==> config.mk <==
export PLATFORM = sky130hd
export DESIGN_NAME = regfile_2r1w
export DESIGN_NICKNAME = d
export VERILOG_FILES = /design/src/rtl/regfile_2r1w.sv
export SDC_FILE = /design/constraint.sdc
export NUM_CORES = 2
export LEC_CHECK = 0
export ABC_CLOCK_PERIOD_IN_PS = 4300
export CAP_MARGIN = 20
export CORE_MARGIN = 2
export CORE_UTILIZATION = 40
export CTS_CLUSTER_SIZE = 16
export DETAILED_ROUTE_END_ITERATION = 6
export SKIP_LAST_GASP = 1
export SLEW_MARGIN = 15
export SYNTH_ARGS = -nofsm -noshare
export SYNTH_HDL_FRONTEND = slang
export SYNTH_SLANG_ARGS = --single-unit
export TNS_END_PERCENT = 30
==> constraint.sdc <==
create_clock -name clk -period 4.3 [get_ports clk]
set_input_delay 0.86 -clock clk [delete_from_list [all_inputs] [get_ports clk]]
set_output_delay 0.86 -clock clk [all_outputs]
set_load 0.05 [all_outputs]
==> src/rtl/regfile_2r1w.sv <==
// rtl/regfile_2r1w.sv - two-read one-write register file, x0 hardwired to zero, write-first bypass
module regfile_2r1w #(
  parameter int WIDTH = 32,
  parameter int DEPTH = 32,
  localparam int ADDR_W = (DEPTH > 1) ? $clog2(DEPTH) : 1
) (
  input  logic              clk,
  input  logic              rst,
  input  logic              wr_en,
  input  logic [ADDR_W-1:0] wr_addr,
  input  logic [WIDTH-1:0]  wr_data,
  input  logic [ADDR_W-1:0] rs1_addr,
  input  logic [ADDR_W-1:0] rs2_addr,
  output logic [WIDTH-1:0]  rs1_data,
  output logic [WIDTH-1:0]  rs2_data
);

  // The address space is rounded up to a power of two; indices at or above
  // DEPTH, and index 0, are not real storage.
  localparam int NREG = 1 << ADDR_W;

  // One bit per address: set only for writable registers 1..DEPTH-1, so a
  // single lookup covers both the x0 rule and out-of-range addresses.
  localparam logic [NREG-1:0] VALID =
    ({NREG{1'b1}} >> (NREG - DEPTH)) & ~{{(NREG-1){1'b0}}, 1'b1};

  logic [WIDTH-1:0] regs [NREG];

  // Storage: asynchronous clear, otherwise a single write per edge to a valid index.
  always_ff @(posedge clk or negedge rst) begin
    if (!rst) begin
      for (int i = 0; i < NREG; i++) begin
        regs[i] <= '0;
      end
    end else if (wr_en && VALID[wr_addr]) begin
      regs[wr_addr] <= wr_data;
    end
  end

  // Read mux shared by both ports: zero in reset or for invalid indices,
  // and the in-flight write data when it targets the same register.
  function automatic logic [WIDTH-1:0] read_port(input logic [ADDR_W-1:0] a);
    logic [WIDTH-1:0] r;
    r = '0;
    if (rst && VALID[a]) begin
      if (wr_en && (a == wr_addr)) begin
        r = wr_data;
      end else begin
        r = regs[a];
      end
    end
    return r;
  endfunction

  // Read port 1: combinational, no clock latency.
  always_comb begin
    rs1_data = read_port(rs1_addr);
  end

  // Read port 2: independent of port 1 but using the same rules.
  always_comb begin
    rs2_data = read_port(rs2_addr);
  end

endmodule

# Word-level counts from Yosys, hierarchy flattened
# Memory sizes are Yosys's and may differ from the RTL's.
# Cells that the tools add are included.
# word_totals
output_inout_bits	64
in_bits	50
mem_bits_ro	96
reg_bits	1024
n_memories	3
elab_cells	69
# memory_table
memory	depth	width	rd	rd_ports_with_merged_regs	wr	line	rtl
(name not given)	32	1	1	0	0	45	if (rst && VALID[a]) begin
(name not given)	32	1	1	0	0	45	
(name not given)	32	1	1	0	0	35	end else if (wr_en && VALID[wr_addr]) begin
# classes
n_mux	16
order_cmp	7
bitwise_logic	3
n_reduce_logical	6
n_eq_ne	2
# ops
cell	n
bitwise mux 1024 bit	1
binary-select mux 32 bit (select 5 bit)	2
two-way mux 32 bit	9
demux 32 bit (select 5 bit)	1
>= comparator 6 bit, second input constant	3
< comparator 5 x 6 -> 1 bit, second input constant	3
inverter 5 -> 6 bit	3
== test 5 bit	2
logical AND 1 bit	6
< comparator 6 x 1 -> 1 bit, second input constant	1
two-way mux 1 bit	3

# Longest topological paths before layout
# logic_depth
depth_word	6
ltp_mapped	9
depth_no_buf	5

# Worst setup path before layout
# Ideal clock, no wire load.
# synth_path
path_kind	input port to output port
from	in rs2_addr[0]
to	out rs2_data[18]
stages	9
required_time_ps	3440
path_slack_ps	499
n_path_buf	5
arrival_time_ps	2941
cell_sequence	buf_2 -> buf_6 -> buf_6 -> buf_6 -> buf_2 -> mux4_2 -> a22oi_1 -> a21oi_1 -> a211o_1
# synth_between
elab_chain_cells	6
word_cells_on_any_way	11
classes_between	eq/ne: 1; mux: 6; bitwise: 1; reduce/logical: 2; memory: 1
# synth_rtl
item	line	rtl
start, declared	13	input logic [ADDR_W-1:0] rs2_addr,
inverter 5 -> 6 bit (implied by the code)	49	r = regs[a];
binary-select mux 32 bit (select 5 bit)	49	
two-way mux 32 bit (implied by the code) (2 in series)	49	
two-way mux 32 bit	46	if (wr_en && (a == wr_addr)) begin
two-way mux 32 bit (*)	45	
end, declared	15	output logic [WIDTH-1:0] rs2_data
# Mark *: on every way between the ends. The rest lies on a longest branch, timed or not. The select of a mux whose other input is x is not followed.

# Final worst setup path
# layout_path
from	in rs2_addr[3]
to	out rs2_data[31]
# Same word-level chain as after synthesis.

==> metrics.json <==
{
  "status": {
    "run_status": "complete, no violations"
  },
  "power_and_ir_drop": {
    "p_comb_frac": 0.209,
    "peak_ir_drop_on_the_vdd_network_uv": 343,
    "power.switching_fraction": 0.274,
    "internal-power_mw": 20.9,
    "clock_power_share": 0.347,
    "power_leakage_nw": 27.0,
    "power_frac_seq": 0.444,
    "power_per_cell_area_mw_per_mm2": 460,
    "net_switching_power_of_the_design_mw": 7.88
  },
  "critical_path": {
    "critPathMostFrequentCell": "sky130_fd_sc_hd__buf_4",
    "crit_path_end_kind": "output pin",
    "worst_path_dominant_cell_family": "buffers and inverters",
    "criticalPathCategory": "in2out",
    "worstPathMaxFanout": 32,
    "critical_path_rt_ns": 3.44,
    "worst-path-buf-inv": 4,
    "crit_path_max_incr_delay_ns": 0.48,
    "crit_chain": "clkdlybuf4s50_1 > or4_1 > o21a_1 > o211ai_1 > buf_12 > a21oi_1 > buf_4 > a211o_1 > buf_4",
    "worst-endpoint-arrival_ns": 3.31,
    "slowest_stage": "sky130_fd_sc_hd__clkdlybuf4s50_1",
    "launching_element_type_of_the_critical_path": "input pin"
  },
  "cts": {
    "cts-hold-fix-buffers": 1,
    "clock_sinks": 1024,
    "cts.repair.resized": 0,
    "clock_latency_ns": 0.72,
    "cts_buffer_depth": 3,
    "cts.root.buffer_cell": "sky130_fd_sc_hd__clkbuf_16",
    "post-cts-setup-buffer-count": 0,
    "cts_buffer_count": 112,
    "htree_num_levels": 3,
    "clkSlewWorstSetupHoldPaths_ns": 0.06,
    "clock_tree_from_tritoncts": "yes"
  },
  "floorplanning": {
    "die_height_um": 373,
    "boundaryPins": 114,
    "dieWidth_um": 373,
    "floorplan.initialDensity": 0.402,
    "coreArea_mm2": 0.135,
    "core.rowCount": 135,
    "fp.dieArea_mm2": 0.139
  },
  "place": {
    "detailed_place_hpwl_um": 101000,
    "place_inst": 5275,
    "pre_cts_slack_ns": 0.119,
    "gpl.final_weighted_congestion": 0.795,
    "numPortBuffers": 113
  },
  "timing": {
    "final-max-slew-violation-count": 0,
    "hold_slack_ns": 0.393,
    "period_minus_slack_ns": 4.17,
    "tns_ns": 0,
    "setup_slack_ns": 0.133,
    "grt_setup_unrepaired": "false",
    "final.setup_skew_ns": 0,
    "final-hold-violation-count": 0,
    "final.period_utilization": 0.969,
    "timing.slew.headroom": 0.348,
    "tightestPinTransition_ns": 0.978,
    "max_clock_freq_ghz": 0.240,
    "setup_viol": 0
  },
  "synthesis": {
    "synth-main-ff-cell": "sky130_fd_sc_hd__dfrtp_1",
    "total_standard_cell_area_after_synthesis_mm2": 0.0544,
    "netlist_instances": 3581,
    "syn-num-nets": 3631,
    "synth-edff-count": 0,
    "number_of_distinct_library_cells_after_synthesis": 38,
    "asyncSetResetFlopFracSynth": 1.00,
    "ys.warnings.count": 0,
    "yosys_register_bits": 1024,
    "synth_sequential_area_ratio": 0.471,
    "syn_avg_cell_area_um2": 15.2
  },
  "detailed_routing": {
    "drt.antenna.violating_nets": 0,
    "drtIter0Drc": 3100,
    "vias": 34500,
    "wl_per_cell_um": 31.3,
    "vias_per_cell": 6.29,
    "drt_first_pass_iters": 5,
    "drc": 0,
    "routed_wirelength_um": 172000
  },
  "grt": {
    "grt_first_pass_wirelength_um": 254000,
    "grt_antenna_before_repair": 0,
    "grt_overflow_total": 0,
    "grt_max_degree": 168,
    "grtUsageTotal": 0.247,
    "first_global_vias": 35400
  },
  "layout": {
    "largest_register_ffs": 1024,
    "most_common_cell_after_layout_fill_and_taps_aside": "sky130_fd_sc_hd__dfrtp_1",
    "flow.area_growth_from_synthesis_pct": 14.9,
    "post_layout_nonfiller_instances": 5488,
    "top_register": "regs",
    "reg.largest.list": "regs: 1024 flops",
    "most_used_cells_in_the_layout_excluding_fill_and_tap_cells": "1,024 x sky130_fd_sc_hd__dfrtp_1, 976 x sky130_fd_sc_hd__mux2_2, 480 x sky130_fd_sc_hd__mux4_2, 212 x sky130_fd_sc_hd__buf_4, 160 x sky130_fd_sc_hd__a22oi_1",
    "post_route_cells_drive_above_1_share": 0.535,
    "nets": 3659,
    "final_util": 0.462,
    "insertedDiodeCount": 0
  },
  "job": {
    "max_cap_viol_count": 0
  },
  "worst_hold_path": {
    "hp-class": "reg2reg"
  }
}
[power by group through the flow]
stage	Clock (mW)	Combinational (mW)	Sequential, mW
final	9.99	6.01	12.8
after CTS	10.2	6.04	12.7
after global routing	10.6	6.42	13.0
after floorplan	0	4.56	12.5
after global placement	0	5.92	12.8
after detailed placement	0	6.03	12.9
[path summary, 6_finish.rpt]
path | from | endpoint | slack [ns] | depth (start not counted)
worst max-delay path | rs2_addr[3] | rs2_data[31] | 0.13 | 9
worst min-delay path | regs[1006] | regs[1006] | 0.39 | 0
worst max register to register | regs[381] | regs[381] | 3.49 | 1
worst min register to register | regs[1006] | regs[1006] | 0.39 | 0
max in group asynchronous | rst | regs[559] | 1.64 | 5
min in group asynchronous | rst | regs[728] | 0.57 | 2
[metrics by stage]
step	instance area, um2	power (mW)
2_1_floorplan	54400	17.0
3_3_place_gp	58700	18.7
3_5_place_dp	58700	18.9
4_1_cts	62500	29.0
5_1_grt	62500	30.0
6_report	62500	28.8
[cells in the mapped netlist, drive strengths merged, types with 2 or more instances]
cell    instances  area, um2
nand3           4       20.0
inv             3       11.3
nand2          18       67.6
and2            2       12.5
nor3b           4       30.0
nor3            4       20.0
o211ai          2       15.0
mux2          992      11200
nor2           21       78.8
buf           151        774
xnor2           9       78.8
a211o          64        561
mux2i         128       1280
nand3b          3       22.5
a221oi         64        561
nor2b          36        225
o21bai         32        240
mux4          480      10800
a21oi          97        485
clkbuf        271       1020
a22oi         160       1200
dfrtp        1024      25600
[logic make-up after synthesis]
kind of cell	synth area share
mux	0.428
flops	0.471
buf+inv	0.0331
compound gates	0.0568
simple gates	0.00985
xor+xnor	0.00145
[cell type report]
class,instances,area (um2)
Timing Repair Buffer,336,3610
Tap cell,1781,2230
Inverter,3,11.3
Fill cell,11700,72800
Multi-Input combinational cell,2132,27200
Clock inverter,42,480
Sequential cell,1024,25600
Clock buffer,170,3320
[layer usage]
layer	global-route usage	vias to the layer above	share of wire
li1	-	14100	-
met1	0.354	19000	0.44
met2	0.384	1179	0.46
met3	0.0432	281	0.063
met4	0.0774	0	0.029
met5	0	-	0
Power figures use the tool's default switching activity.
